==> config.mk <==
export PLATFORM = sky130hd
export DESIGN_NAME = relu_node_queue_flat
export DESIGN_NICKNAME = d
export VERILOG_FILES = /design/src/rtl/relu_node_queue_pkg.sv /design/src/rtl/relu_node_queue_if.sv /design/src/rtl/relu_node_queue_first_set.sv /design/src/rtl/relu_node_queue.sv /design/src/flat_wrapper.sv
export SDC_FILE = /design/constraint.sdc
export NUM_CORES = 1
export LEC_CHECK = 0
export CAP_MARGIN = 30
export CORE_MARGIN = 2
export CORE_UTILIZATION = 40
export CTS_CLUSTER_DIAMETER = 60
export CTS_CLUSTER_SIZE = 28
export DETAILED_ROUTE_END_ITERATION = 16
export PLACE_DENSITY = 0.72
export SYNTH_ARGS = -nofsm -noshare
export SYNTH_HDL_FRONTEND = slang
export SYNTH_SLANG_ARGS = --single-unit
==> constraint.sdc <==
create_clock -name clk -period 2.1 [get_ports clk]
set_clock_uncertainty 0.15 [all_clocks]
set_input_delay 0.21 -clock clk [delete_from_list [all_inputs] [get_ports clk]]
set_output_delay 0.21 -clock clk [all_outputs]
set_load 0.02 [all_outputs]
==> src/rtl/relu_node_queue_pkg.sv <==
// Default ReLU queue geometry, shared with the rest of the network.
package relu_pkg;

  localparam int RELU_NODES   = 3;
  localparam int IN_BIT_WIDTH = 4;
  localparam int INDEX_WIDTH  = (RELU_NODES > 1) ? $clog2(RELU_NODES) : 1;

  // MSB position of node `node` in the packed value bus (node 0 occupies the top slice).
  function automatic int unsigned sliceMsb(input int unsigned node,
                                           input int unsigned nodes,
                                           input int unsigned width);
    return (nodes - node) * width - 1;
  endfunction

endpackage

==> src/rtl/relu_node_queue_if.sv <==
// Load/pop/head bus of the ReLU node queue.
interface relu_node_queue_if #(
  parameter int RELU_NODES   = relu_pkg::RELU_NODES,
  parameter int IN_BIT_WIDTH = relu_pkg::IN_BIT_WIDTH,
  parameter int INDEX_WIDTH  = relu_pkg::INDEX_WIDTH
) ();

  logic [RELU_NODES*IN_BIT_WIDTH-1:0] ReluNodeValues;
  logic                               writeEnable;
  logic                               dequeue;
  logic [INDEX_WIDTH-1:0]             indexOut;
  logic [IN_BIT_WIDTH-1:0]            NodeValueOut;
  logic                               queueEmpty;

  modport master (
    output ReluNodeValues, writeEnable, dequeue,
    input  indexOut, NodeValueOut, queueEmpty
  );

  modport slave (
    input  ReluNodeValues, writeEnable, dequeue,
    output indexOut, NodeValueOut, queueEmpty
  );

endinterface

==> src/rtl/relu_node_queue_first_set.sv <==
// Lowest-set-bit priority encoder: index of the lowest set bit plus an any-set flag.
module relu_first_set #(
  parameter int WIDTH       = relu_pkg::RELU_NODES,
  parameter int INDEX_WIDTH = relu_pkg::INDEX_WIDTH
) (
  input  logic [WIDTH-1:0]       pending,
  output logic [INDEX_WIDTH-1:0] index,
  output logic                   anySet
);

  always_comb begin
    index  = '0;
    anySet = |pending;
    // Scan from the top down so the lowest set bit is the last to overwrite.
    for (int unsigned i = 0; i < WIDTH; i++) begin
      if (pending[WIDTH-1-i]) index = INDEX_WIDTH'(WIDTH - 1 - i);
    end
  end

endmodule

==> src/rtl/relu_node_queue.sv <==
// ReLU node queue: loads all node values at once and drains them in ascending index order.
// Build option: RELU_NODE_QUEUE_ZERO_SKIP_EN makes zero-valued slots skip the queue.
module relu_node_queue
  import relu_pkg::*;
#(
  parameter int RELU_NODES   = relu_pkg::RELU_NODES,
  parameter int IN_BIT_WIDTH = relu_pkg::IN_BIT_WIDTH,
  parameter int INDEX_WIDTH  = relu_pkg::INDEX_WIDTH
) (
  input logic               clk,
  input logic               reset,
  relu_node_queue_if.slave  bus
);

  logic [IN_BIT_WIDTH-1:0] slotValue [RELU_NODES];
  logic [RELU_NODES-1:0]   pending;
  logic [RELU_NODES-1:0]   eligible;
  logic [RELU_NODES-1:0]   headOneHot;
  logic [INDEX_WIDTH-1:0]  headIdx;
  logic                    anySet;

  relu_first_set #(
    .WIDTH       (RELU_NODES),
    .INDEX_WIDTH (INDEX_WIDTH)
  ) uFirstSet (
    .pending (pending),
    .index   (headIdx),
    .anySet  (anySet)
  );

  always_comb begin
    eligible = '0;
    for (int unsigned i = 0; i < RELU_NODES; i++) begin
`ifdef RELU_NODE_QUEUE_ZERO_SKIP_EN
      eligible[i] = |bus.ReluNodeValues[sliceMsb(i, RELU_NODES, IN_BIT_WIDTH) -: IN_BIT_WIDTH];
`else
      eligible[i] = 1'b1;
`endif
    end
  end

  always_comb begin
    headOneHot = '0;
    for (int unsigned i = 0; i < RELU_NODES; i++) begin
      headOneHot[i] = anySet && (headIdx == INDEX_WIDTH'(i));
    end
  end

  always_ff @(posedge clk) begin
    if (reset) begin
      pending <= '0;
      for (int unsigned i = 0; i < RELU_NODES; i++) slotValue[i] <= '0;
    end else if (bus.writeEnable) begin
      pending <= eligible;
      for (int unsigned i = 0; i < RELU_NODES; i++) begin
        slotValue[i] <= bus.ReluNodeValues[sliceMsb(i, RELU_NODES, IN_BIT_WIDTH) -: IN_BIT_WIDTH];
      end
    end else if (bus.dequeue && anySet) begin
      pending <= pending & ~headOneHot;
    end
  end

  // One-hot select avoids indexing the slot array with an out-of-range encoder value.
  always_comb begin
    bus.NodeValueOut = '0;
    for (int unsigned i = 0; i < RELU_NODES; i++) begin
      if (headOneHot[i]) bus.NodeValueOut = slotValue[i];
    end
    bus.indexOut   = headIdx;
    bus.queueEmpty = ~anySet;
  end

endmodule

==> src/flat_wrapper.sv <==
// flat-port wrapper written by rule: the top's interface ports become plain ports
module relu_node_queue_flat import relu_pkg::*;
#(
  parameter int RELU_NODES   = relu_pkg::RELU_NODES,
  parameter int IN_BIT_WIDTH = relu_pkg::IN_BIT_WIDTH,
  parameter int INDEX_WIDTH  = relu_pkg::INDEX_WIDTH
)
  (clk, reset, bus_ReluNodeValues, bus_writeEnable, bus_dequeue, bus_indexOut, bus_NodeValueOut, bus_queueEmpty);
  relu_node_queue_if #(.RELU_NODES(RELU_NODES), .IN_BIT_WIDTH(IN_BIT_WIDTH), .INDEX_WIDTH(INDEX_WIDTH)) bus_i ();
  input logic clk;
  input logic reset;
  input wire logic [$bits(bus_i.ReluNodeValues)-1:0] bus_ReluNodeValues;
  input wire logic [$bits(bus_i.writeEnable)-1:0] bus_writeEnable;
  input wire logic [$bits(bus_i.dequeue)-1:0] bus_dequeue;
  output wire logic [$bits(bus_i.indexOut)-1:0] bus_indexOut;
  output wire logic [$bits(bus_i.NodeValueOut)-1:0] bus_NodeValueOut;
  output wire logic [$bits(bus_i.queueEmpty)-1:0] bus_queueEmpty;
  assign bus_i.ReluNodeValues = bus_ReluNodeValues;
  assign bus_i.writeEnable = bus_writeEnable;
  assign bus_i.dequeue = bus_dequeue;
  assign bus_indexOut = bus_i.indexOut;
  assign bus_NodeValueOut = bus_i.NodeValueOut;
  assign bus_queueEmpty = bus_i.queueEmpty;
  relu_node_queue #(.RELU_NODES(RELU_NODES), .IN_BIT_WIDTH(IN_BIT_WIDTH), .INDEX_WIDTH(INDEX_WIDTH)) u_core (.clk(clk), .reset(reset), .bus(bus_i));
endmodule
# Yosys cells after proc, flatten, opt, wreduce, memory -nomap -nowiden
# Memories as Yosys holds them, arrays and structs flattened.
# Index checks and enable logic that the tools add are counted.
# word_totals
regBits	3
ramBits	12
in_bits	16
output_inout_bits	7
elab_cells	33
mem_count	1
# op_classes
n_eq_ne	2
n_mux	16
n_bitwise	6
n_reduce_logical	7
# memory_table
name	words	word_bits	read_ports	rd_ports_with_merged_regs	write_ports	line	text
u_core.slotValue	3	4	3	0	3	relu_node_queue.sv:15	logic [IN_BIT_WIDTH-1:0] slotValue [RELU_NODES];
# op_table
op	n
$mux 4	6
$mux 2	3
$mux 3	2
$mux 1	5
$logic_and 1x1->1	4
$and 3x3->3	1
$not 3->3	1
$or 1x1->1	3
$reduce_or 3->1	1
$eq 2x1->1 const B	1
$eq 2x2->1 const B	1
$logic_not 2->1	1
$reduce_bool 2->1	1
$not 1->1	1

# Depth between registers and ports, before layout
# logic_depth
ltp_word	9
depth_mapped	4
ltp_nobuf	3

# By module
# A second synthesis with hierarchy kept.
# unflattened
cells_unflattened	58
area_unflattened_um2	720.7
# modules_own_cells
mod	instances	cells_per_inst	area_per_inst_um2	seq_area_each_um2
relu_node_queue	1	55	700.7	420.4
relu_first_set	1	3	20.0	0.0

# Least setup slack after synthesis
# OpenSTA, ideal clock, no wires.
# synth_path
path_kind	register to output
startpoint	register u_core.pending[1]
endpoint	output bus_NodeValueOut[0]
arrival_time_ns	1.087
t_required_ns	1.740
slack_ns	0.653
path_stages_with_launch	5
path_cell_list	dfxtp_1 buf_6 nor2b_4 a22oi_1 o21ai_0
# synth_via
elab_chain_cells	7
# synth_lines
element	line	text
start: declaration	relu_node_queue.sv:16	logic [RELU_NODES-1:0] pending;
start signal: assignment	relu_node_queue.sv:54	pending <= eligible;
start signal: assignment	relu_node_queue.sv:59	pending <= pending & ~headOneHot;
$mux 2 (2 in series)	relu_node_queue_first_set.sv:16	if (pending[WIDTH-1-i]) index = INDEX_WIDTH'(WIDTH - 1 - i);
$logic_not 2->1	relu_node_queue.sv:45	headOneHot[i] = anySet && (headIdx == INDEX_WIDTH'(i));
$logic_and 1x1->1	relu_node_queue.sv:45	
$mux 4 (2 in series)	relu_node_queue.sv:67	if (headOneHot[i]) bus.NodeValueOut = slotValue[i];
$mux 4 *	relu_node_queue.sv:67	
end: declaration	flat_wrapper.sv:16	output wire logic [$bits(bus_i.NodeValueOut)-1:0] bus_NodeValueOut;
# Mark *: on every way between the ends. The rest lies on a longest branch, timed or not.

# Worst setup path after layout
# layout_path
startpoint	register u_core.pending[0]
endpoint	output bus_indexOut[1]
# layout_via
elab_chain_cells	1
# layout_lines
element	line	text
$mux 2	relu_node_queue_first_set.sv:16	
end: declaration	flat_wrapper.sv:15	output wire logic [$bits(bus_i.indexOut)-1:0] bus_indexOut;
# Every way passes these cells.

==> flow_summary.json <==
{
  "ios": 23,
  "cts_root_buffer": "clkbuf_4",
  "fin_cells": 95,
  "relSlewSlack": 0.726,
  "routed_wl_um": 1200,
  "drv_slew": 0,
  "holdWs_ns": 0.378,
  "dpl.cell_count": 91,
  "setup_viol": 0,
  "grt_usage": 0.144,
  "synth-seq-cells": 15,
  "postPlaceCellArea_um2": 896,
  "worstPathRequired_ns": 1.74,
  "clockBufferDepth": 2,
  "antenna_found_initial": 0,
  "drc_errors": 0,
  "worst_skew_pair.late_latency_ns": 0.27,
  "core_um2": 1560,
  "grt_pass1_wl_um": 1980,
  "crit_path_end_kind": "output pin",
  "synth_cell_types": 19,
  "drtIter0Drc": 6,
  "grt_setup_unrepaired": "false",
  "synthCells": 56,
  "clkSinkCount": 15,
  "max_freq_ghz": 0.512,
  "synth.avg_cell_area_um2": 12.2,
  "gp_congestion": 0.634,
  "synth_nets": 72,
  "die_x_um": 45.3,
  "nFillCells": 136,
  "power.density_nw_per_um2": 670,
  "post_cts_buffers": 0,
  "row_count": 14,
  "cts_tree": "done",
  "finalCritPeriodShare": 0.929,
  "fin_nets": 96,
  "critPathLaunchType": "flop",
  "p_leak_nw": 0.394,
  "worst_slew_pin_slew_ns": 0.411,
  "finalSetupTns_ns": 0,
  "maxCapViolCount": 0,
  "die-area_um2": 2050,
  "numCtsBuffers": 3,
  "path_clk_slew_ns": 0.09,
  "cts-htree-levels": 1,
  "dr.pass1.iters": 3,
  "ys_warn_count": 0,
  "critical_path.max_fanout": 14,
  "status": "complete, no violations",
  "detail-route-antenna-nets": 0,
  "hpwl_um": 894,
  "peakVddDrop_v": 0.000460,
  "hold_class": "flop to flop",
  "wl_per_cell_um": 12.6,
  "finalPower_mw": 0.622,
  "netlist_area_um2": 683,
  "arrival_ns": 1.59,
  "syn2layout_area_growth_pct": 36.1,
  "via_per_inst": 4.99,
  "grt_max_degree": 15,
  "grt_pass1_vias": 434,
  "postCtsHoldBufs": 0,
  "criticalPathCategory": "flop to output pin",
  "final-hold-violation-count": 0,
  "initial_core_util": 0.438,
  "cts_resized": 2,
  "drive_gt1_frac": 0.203,
  "min_period_ns": 1.95,
  "diodes": 0,
  "die_h_um": 45.3,
  "yosysSeqAreaShare": 0.615,
  "reg2reg_setup_slack_ns": 0.99,
  "fin_area_um2": 930,
  "overflow": 0,
  "vias": 474,
  "numPortBuffers": 22
}
[Yosys cell counts, drive strengths merged]
cell type   n  area [µm²]
nor2        2        10.0
edfxtp     12         360
o31ai       1        7.51
o21ai       5        25.0
a22oi       4        30.0
inv         2        7.51
buf         3        27.5
or2         1        6.26
nand2       4        15.0
a21oi       3        15.0
and2       12        86.3
nor3        1        5.00
nor2b       2        20.0
dfxtp       3        60.1
nor3b       1        7.51
[registers in the layout, summed over array words and instances (netlist names)]
| signal | cells |
|---|---|
| u_core.pending | 3 |
| u_core.slotValue | 12 |
[power by group]
group	leakage (nW)	switching, mW	total [mW]	internal, mW
registers	0.154	0.0150	0.360	0.345
clock network	0.0150	0.0878	0.161	0.0736
logic	0.225	0.0420	0.101	0.0587
total	0.394	0.145	0.622	0.478
[area by class of cell]
| class | count | area, µm² | share of cell area |
|---|---|---|---|
| clock buffer | 4 | 26.3 | 0.0283 |
| timing repair buffer | 22 | 226 | 0.244 |
| sequential | 15 | 422 | 0.454 |
| inverter | 2 | 7.51 | 0.00808 |
| multi-input combinational | 36 | 228 | 0.245 |
| tap | 16 | 20.0 | 0.0215 |
[layout by cell type, fill, tap and decap left out]
cell,count
clkbuf_1,1
nor3b_1,1
nor3_1,1
or2_2,1
nor2b_1,1
dlygate4sd2_1,1
clkdlybuf4s50_1,18
nor2_2,1
and2_1,3
a21oi_1,3
nor2_1,1
clkbuf_4,3
edfxtp_1,12
nand2_1,4
and2_2,9
inv_1,2
o31ai_1,1
a22oi_1,4
dfxtp_2,1
nor2b_4,1
dfxtp_1,2
dlymetal6s2s_1,3
o21ai_0,5
[per-stage QoR]
stage | worst slack (ns) | util
after detailed placement | 0.252 | 0.575
after floorplan | 0.653 | -
after global routing | 0.0333 | 0.596
after global placement | 0.305 | 0.575
final | 0.148 | 0.596
after CTS | 0.0100 | 0.591
[worst max-delay path: stages (launching register included)]
cell             delay, ns
dfxtp_1               0.44
nor3b_1               0.24
clkdlybuf4s50_1       0.63
[worst paths after layout]
path                               endpoint  cells past startpoint                      startpoint
max reg2reg  u_core.pending[1]$_SDFFE_PP0P_                      2  u_core.pending[0]$_SDFFE_PP0P_
min reg2reg  u_core.pending[2]$_SDFFE_PP0P_                      2  u_core.pending[2]$_SDFFE_PP0P_
min          u_core.pending[2]$_SDFFE_PP0P_                      2  u_core.pending[2]$_SDFFE_PP0P_
max                         bus_indexOut[1]                      2  u_core.pending[0]$_SDFFE_PP0P_
[metal layers]
metal | share of wire | track usage | vias up
met3 | 0.028 | 0.0360 | 2
li1 | - | - | 243
met2 | 0.52 | 0.237 | 12
met4 | 0.012 | 0.0882 | 0
met5 | 0 | 0 | -
met1 | 0.44 | 0.168 | 217
[kinds of logic after synthesis]
logic type / Yosys count / share of synthesized area
compound gates: 13 / 0.114
buf+inv: 5 / 0.0513
flops: 15 / 0.615
simple gates: 23 / 0.220
Power figures use the tool's default switching activity.
